**src/rtl/fifo_readout_arbiter_if.sv**
```systemverilog
// fifo_readout_arbiter_if
//   Bundles the producer side (per-channel FWFT flags, data, read strobes and
//   preempt requests) and the consumer side (single FWFT read port plus grant
//   status) of the readout arbiter.
//   master : the surrounding logic (producers and consumer) that drives the arbiter.
//   slave  : the arbiter itself.
interface fifo_readout_arbiter_if #(
  parameter int NUM_CH     = 4,
  parameter int DATA_WIDTH = 32
);
  localparam int IDW = (NUM_CH > 1) ? $clog2(NUM_CH) : 1;

  logic [NUM_CH-1:0]            CH_ENABLE;
  logic [NUM_CH-1:0]            IN_FIFO_EMPTY;
  logic [NUM_CH*DATA_WIDTH-1:0] IN_FIFO_DATA;
  logic [NUM_CH-1:0]            IN_PREEMPT_REQ;
  logic [NUM_CH-1:0]            IN_FIFO_READ;
  logic                         OUT_FIFO_READ;
  logic                         OUT_FIFO_EMPTY;
  logic [DATA_WIDTH-1:0]        OUT_FIFO_DATA;
  logic                         GRANT_VALID;
  logic [IDW-1:0]               GRANT_ID;

  modport master (
    output CH_ENABLE, IN_FIFO_EMPTY, IN_FIFO_DATA, IN_PREEMPT_REQ, OUT_FIFO_READ,
    input  IN_FIFO_READ, OUT_FIFO_EMPTY, OUT_FIFO_DATA, GRANT_VALID, GRANT_ID
  );

  modport slave (
    input  CH_ENABLE, IN_FIFO_EMPTY, IN_FIFO_DATA, IN_PREEMPT_REQ, OUT_FIFO_READ,
    output IN_FIFO_READ, OUT_FIFO_EMPTY, OUT_FIFO_DATA, GRANT_VALID, GRANT_ID
  );
endinterface

```
**src/rtl/fifo_readout_arbiter.sv**
```systemverilog
// fifo_readout_arbiter
//   Round-robin arbiter sharing one FWFT consumer port between NUM_CH FWFT
//   producers. A grant is held for up to MAX_BURST words; a producer raising
//   its preempt request jumps the queue at the next word boundary.
//   Ports:
//     BUS_CLK : single clock, rising edge
//     BUS_RST : synchronous active-high reset
//     bus     : fifo_readout_arbiter_if.slave (producer flags/data/strobes,
//               consumer read/empty/data, GRANT_VALID/GRANT_ID)
//
//   state  | meaning
//   IDLE   | no grant; picks the next candidate (preempting ones first)
//   LOCKED | GRANT_ID owns the consumer port until burst end, drain or preempt
module fifo_readout_arbiter #(
  parameter int NUM_CH     = 4,
  parameter int DATA_WIDTH = 32,
  parameter int MAX_BURST  = 16
) (
  input logic BUS_CLK,
  input logic BUS_RST,
  fifo_readout_arbiter_if.slave bus
);
  localparam int IDW = (NUM_CH > 1) ? $clog2(NUM_CH) : 1;

  typedef enum logic {IDLE, LOCKED} state_t;

  state_t            state;
  logic              grant_valid;
  logic [IDW-1:0]    grant_id;
  logic [IDW-1:0]    last;
  logic [15:0]       burst_cnt;

  logic [NUM_CH-1:0] cand;
  logic [NUM_CH-1:0] pcand;
  logic [NUM_CH-1:0] g_mask;
  logic              g_drained;
  logic              out_empty;
  logic              rd;
  logic              burst_done;
  logic              preempt;
  logic              release_g;

  // First requester after 'from', wrapping; 'from' itself is searched last.
  function automatic logic [IDW-1:0] pick(input logic [NUM_CH-1:0] req,
                                          input logic [IDW-1:0] from);
    logic [IDW-1:0] res;
    logic           found;
    int             idx;
    res   = '0;
    found = 1'b0;
    for (int k = 1; k <= NUM_CH; k++) begin
      idx = (int'(from) + k) % NUM_CH;
      if (!found && req[idx]) begin
        found = 1'b1;
        res   = IDW'(idx);
      end
    end
    return res;
  endfunction

  always_comb begin
    cand   = bus.CH_ENABLE & ~bus.IN_FIFO_EMPTY;
    pcand  = cand & bus.IN_PREEMPT_REQ;
    g_mask = '0;
    g_mask[grant_id] = 1'b1;
    g_drained  = bus.IN_FIFO_EMPTY[grant_id] | ~bus.CH_ENABLE[grant_id];
    // Reset also masks the port so no upstream read can slip through mid-burst.
    out_empty  = BUS_RST | ~grant_valid | g_drained;
    rd         = bus.OUT_FIFO_READ & ~out_empty;
    burst_done = rd & (burst_cnt == 16'(MAX_BURST - 1));
    // Preemption only acts on a word boundary (a read) or when the grant is
    // already dead; a granted channel that is itself preempting keeps its grant.
    preempt    = (|(pcand & ~g_mask)) & ~bus.IN_PREEMPT_REQ[grant_id] & (rd | g_drained);
    release_g  = burst_done | g_drained | preempt;
  end

  assign bus.OUT_FIFO_EMPTY = out_empty;
  assign bus.OUT_FIFO_DATA  = grant_valid ?
                              bus.IN_FIFO_DATA[int'(grant_id)*DATA_WIDTH +: DATA_WIDTH] : '0;
  assign bus.IN_FIFO_READ   = rd ? g_mask : '0;
  assign bus.GRANT_VALID    = grant_valid;
  assign bus.GRANT_ID       = grant_id;

  always_ff @(posedge BUS_CLK) begin
    if (BUS_RST) begin
      state       <= IDLE;
      grant_valid <= 1'b0;
      grant_id    <= '0;
      last        <= IDW'(NUM_CH - 1);
      burst_cnt   <= '0;
    end else begin
      case (state)
        IDLE: begin
          if (|cand) begin
            grant_id    <= (|pcand) ? pick(pcand, last) : pick(cand, last);
            grant_valid <= 1'b1;
            burst_cnt   <= '0;
            state       <= LOCKED;
          end
        end
        LOCKED: begin
          if (rd) burst_cnt <= burst_cnt + 16'd1;
          // Releasing always passes through IDLE, giving one bubble between grants.
          if (release_g) begin
            state       <= IDLE;
            grant_valid <= 1'b0;
            last        <= grant_id;
          end
        end
        default: state <= IDLE;
      endcase
    end
  end
endmodule

```
**src/flat_wrapper.sv**
```systemverilog
// flat-port wrapper written by rule: the top's interface ports become plain ports
module fifo_readout_arbiter_flat 
#(
  parameter int NUM_CH     = 4,
  parameter int DATA_WIDTH = 32,
  parameter int MAX_BURST  = 16
)
  (BUS_CLK, BUS_RST, bus_CH_ENABLE, bus_IN_FIFO_EMPTY, bus_IN_FIFO_DATA, bus_IN_PREEMPT_REQ, bus_OUT_FIFO_READ, bus_IN_FIFO_READ, bus_OUT_FIFO_EMPTY, bus_OUT_FIFO_DATA, bus_GRANT_VALID, bus_GRANT_ID);
  fifo_readout_arbiter_if #(.NUM_CH(NUM_CH), .DATA_WIDTH(DATA_WIDTH)) bus_i ();
  input logic BUS_CLK;
  input logic BUS_RST;
  input wire logic [$bits(bus_i.CH_ENABLE)-1:0] bus_CH_ENABLE;
  input wire logic [$bits(bus_i.IN_FIFO_EMPTY)-1:0] bus_IN_FIFO_EMPTY;
  input wire logic [$bits(bus_i.IN_FIFO_DATA)-1:0] bus_IN_FIFO_DATA;
  input wire logic [$bits(bus_i.IN_PREEMPT_REQ)-1:0] bus_IN_PREEMPT_REQ;
  input wire logic [$bits(bus_i.OUT_FIFO_READ)-1:0] bus_OUT_FIFO_READ;
  output wire logic [$bits(bus_i.IN_FIFO_READ)-1:0] bus_IN_FIFO_READ;
  output wire logic [$bits(bus_i.OUT_FIFO_EMPTY)-1:0] bus_OUT_FIFO_EMPTY;
  output wire logic [$bits(bus_i.OUT_FIFO_DATA)-1:0] bus_OUT_FIFO_DATA;
  output wire logic [$bits(bus_i.GRANT_VALID)-1:0] bus_GRANT_VALID;
  output wire logic [$bits(bus_i.GRANT_ID)-1:0] bus_GRANT_ID;
  assign bus_i.CH_ENABLE = bus_CH_ENABLE;
  assign bus_i.IN_FIFO_EMPTY = bus_IN_FIFO_EMPTY;
  assign bus_i.IN_FIFO_DATA = bus_IN_FIFO_DATA;
  assign bus_i.IN_PREEMPT_REQ = bus_IN_PREEMPT_REQ;
  assign bus_i.OUT_FIFO_READ = bus_OUT_FIFO_READ;
  assign bus_IN_FIFO_READ = bus_i.IN_FIFO_READ;
  assign bus_OUT_FIFO_EMPTY = bus_i.OUT_FIFO_EMPTY;
  assign bus_OUT_FIFO_DATA = bus_i.OUT_FIFO_DATA;
  assign bus_GRANT_VALID = bus_i.GRANT_VALID;
  assign bus_GRANT_ID = bus_i.GRANT_ID;
  fifo_readout_arbiter #(.NUM_CH(NUM_CH), .DATA_WIDTH(DATA_WIDTH), .MAX_BURST(MAX_BURST)) u_core (.BUS_CLK(BUS_CLK), .BUS_RST(BUS_RST), .bus(bus_i));
endmodule
```
**config.mk**
```make
export PLATFORM = sky130hd
export DESIGN_NAME = fifo_readout_arbiter_flat
export DESIGN_NICKNAME = d
export VERILOG_FILES = /design/src/rtl/fifo_readout_arbiter_if.sv /design/src/rtl/fifo_readout_arbiter.sv /design/src/flat_wrapper.sv
export SDC_FILE = /design/constraint.sdc
export NUM_CORES = 1
export LEC_CHECK = 0
export ABC_AREA = 1
export CAP_MARGIN = 20
export CORE_MARGIN = 3
export CORE_UTILIZATION = 39
export DETAILED_ROUTE_END_ITERATION = 10
export GPL_ROUTABILITY_DRIVEN = 0
export PLACE_DENSITY = 0.88
export SLEW_MARGIN = 20
export SYNTH_ARGS = -nofsm -noshare
export SYNTH_HDL_FRONTEND = slang
export SYNTH_SLANG_ARGS = --single-unit
```
**constraint.sdc**
```tcl
create_clock -name BUS_CLK -period 3.4 [get_ports BUS_CLK]
set_clock_uncertainty 0.1 [all_clocks]
set_input_delay 1.02 -clock BUS_CLK [delete_from_list [all_inputs] [get_ports BUS_CLK]]
set_output_delay 1.02 -clock BUS_CLK [all_outputs]
set_load 0.02 [all_outputs]
```
==> metrics.txt <==
CP Class=in2out; Clock Sinks=22; register area=440 um2; final critical-path required period=3340 ps; Seq/Total Area, Yosys=16.6%; worst hold stages=2; Netlist cell types=30; Final #Nets=787; Ant. Diodes=0; cell mode on critical path=buf_6; vias in the first global route=3826; CTS tree=done; Rows=29; min-delay worst type=reg2reg; chip width=88.5 um; Post-synth EDFFs=0; GRT Total Usage=31.2%; Final ANT Viol Nets=0; CTS Buf Count=3; fraction of final layout cells sized beyond drive strength 1=9.03%; port bufs=182; reg2reg path depth=13; Hold Vio Cnt, Final=0; CP arrival=2220 ps; hpwl dp=10400 um; mapped cell area=2650 um2; Comb power frac=70.0%; core area=6460 um2; RSZ-0062 raised after global routing=no; Power Dens Cells=346 nW/um2; CP Launch Type=input port; hold_buf cts=0; latest clock arrival within the worst-skew pair=260 ps; crit end category=primary output; WHS=409 ps; initial antenna violation count=0; warning count from the yosys run=0; CTS max path bufs=2; Flop pwr share=18.4%; first-pass GRT wire length=19400 um; Area Growth Syn to Fin=77.1%; Switching Fraction=47.2%; #FFs+latches synth=22; initial DRC count=430; status=complete, no violations; Slew headroom=67.3%; pin count of the biggest net entering global routing=32; Main synth FF type=dfxtp_1; P_leak=0.00202 uW; fmax=0.300 GHz; drt via density=5.79; Starting Density=41.1%; drt pass-1 iters=6; routed len/inst=18.3 um; Reg clk slew, reported paths=80 ps; # IOs=183; Syn Nets=601; CTS root buf=clkbuf_8; Detailed Route WL=13200 um; P_sw=768 uW; area of the multi-input gates=2000 um2; Residual DRC=0; max-cap viol count=0; fraction of registers with async set/reset=0%; Max stage delay cell, worst path=dlygate4sd2_1; Final Max Slew Viols=0; internal cell power=860 uW; critical-path cell list=dlygate4sd2_1, nand2_1, o21ai_2, nor2_2, nand3_4, buf_6, buf_6, buf_4, buf_6; via count=4162; final design area excluding fillers=4700 um2; htree depth=1; fin util=72.8%; max incr delay on CP=240 ps; critical path peak fanout=2; Mapped Cells=457; worst-case vdd ir drop=0.000245 V; Syn Area/Cell=5.81 um2; WP data required=2280 ps; Setup violations, final=0; final worst path period share=98.2%; Placed Area=4650 um2; Die Y=88.5 um; clock power share=11.6%; die footprint=7830 um2; Worst Tran Pin Value=490 ps; GRT overflow=0; fillcell total=558
==> critical path: cells and delay by family <==
family                 cells  cell delay (ps)
buffers and inverters      5              750
and+or+nand+nor            3              390
AOI/OAI and AO/OA          1               60
==> layer usage <==
metal / GRT usage (%) / routed length [um]
met5: 0 / 0
met4: 6.46 / 243
met3: 11.6 / 1790
met2: 50.0 / 5990
met1: 40.3 / 5150
==> cells in the final DEF, fill, tap and decap left out, types with 2 or more instances in the layout <==
| cell type | synthesis | routed |
|---|---|---|
| nor3_1 | 4 | 4 |
| a21oi_1 | 49 | 49 |
| inv_1 | 30 | 27 |
| nand3_1 | 64 | 64 |
| buf_6 | 1 | 3 |
| inv_2 | 3 | 6 |
| nand4_1 | 16 | 16 |
| buf_2 | 4 | 3 |
| xor2_1 | 5 | 5 |
| buf_4 | 0 | 24 |
| o21ai_0 | 6 | 6 |
| nor2_1 | 48 | 47 |
| buf_12 | 0 | 4 |
| clkdlybuf4s50_1 | 0 | 136 |
| a22oi_1 | 64 | 64 |
| clkbuf_8 | 0 | 4 |
| nor2_4 | 2 | 3 |
| o21ai_2 | 0 | 2 |
| nor4_1 | 2 | 2 |
| dfxtp_1 | 22 | 22 |
| nand2_4 | 2 | 2 |
| dlygate4sd2_1 | 0 | 33 |
| nand2_1 | 103 | 103 |
==> cells by family after synthesis <==
kind of cell / after synthesis / share of synthesized area (%)
AND/OR/NAND/NOR: 248 / 43.1
AO/OA/AOI/OAI: 123 / 29.3
buffers and inverters: 57 / 8.53
flip-flops: 22 / 16.6
XOR/XNOR: 6 / 1.98
adder cells (fa/ha/maj): 1 / 0.471
==> through the flow <==
step	total power (uW)	setup slack (ps)	setup TNS [ps]	cells
global route	1740	9.63	0	719
detailed placement	1450	-506	-4490	711
floorplan	932	176	0	457
finish	1630	61.2	0	719
global placement	1430	-448	-4200	711
CTS	1610	23.4	0	719
==> synth_stat cells (3+ instances only) <==
cell type  count  area, um2
a22oi_1       64        480
dfxtp_1       22        440
inv_2          3       11.3
inv_1         30        113
buf_2          4       20.0
xor2_1         5       43.8
nor3_1         4       20.0
nor2_1        48        180
o21ai_0        6       30.0
nand4_1       16        100
a21oi_1       49        245
nand3_1       64        320
o21ai_1        3       15.0
nand2_1      103        387
clkbuf_1      17       63.8
==> state kept, by name, indices dropped and copies added (netlist names) <==
signal,count
u_core.bus.GRANT_VALID,1
u_core.state,1
u_core.bus.GRANT_ID,2
u_core.burst_cnt,16
u_core.last,2
==> layout make-up <==
cell class | count | area share, %
Sequential cell | 22 | 9.37
Multi-Input combinational cell | 378 | 42.6
Timing Repair Buffer | 205 | 42.2
Clock buffer | 4 | 1.17
Tap cell | 77 | 2.05
Inverter | 33 | 2.64
==> final timing paths <==
kind	startpoint	endpoint	slack (ps)
max	bus_IN_FIFO_EMPTY[3]	bus_OUT_FIFO_EMPTY	60
min	u_core.bus.GRANT_VALID	u_core.bus.GRANT_VALID	410
max reg2reg	u_core.bus.GRANT_ID[1]	u_core.burst_cnt[6]	1030
min reg2reg	u_core.bus.GRANT_VALID	u_core.bus.GRANT_VALID	410
==> power by group through the flow <==
stage                     Combinational [uW]  Clock (uW)  Sequential, uW
after floorplan                          633           0             299
after global placement                  1130           0             304
after detailed placement                1140           0             305
after CTS                               1120         190             299
after global routing                    1230         206             303
final                                   1140         189             299
==> what timing repair did <==
action	in CTS	in global routing
resized for setup	65	3
setup endpoints to repair	31	2
setup buffers	4	0
pin swaps	5	2
Power figures use the tool's default switching activity.
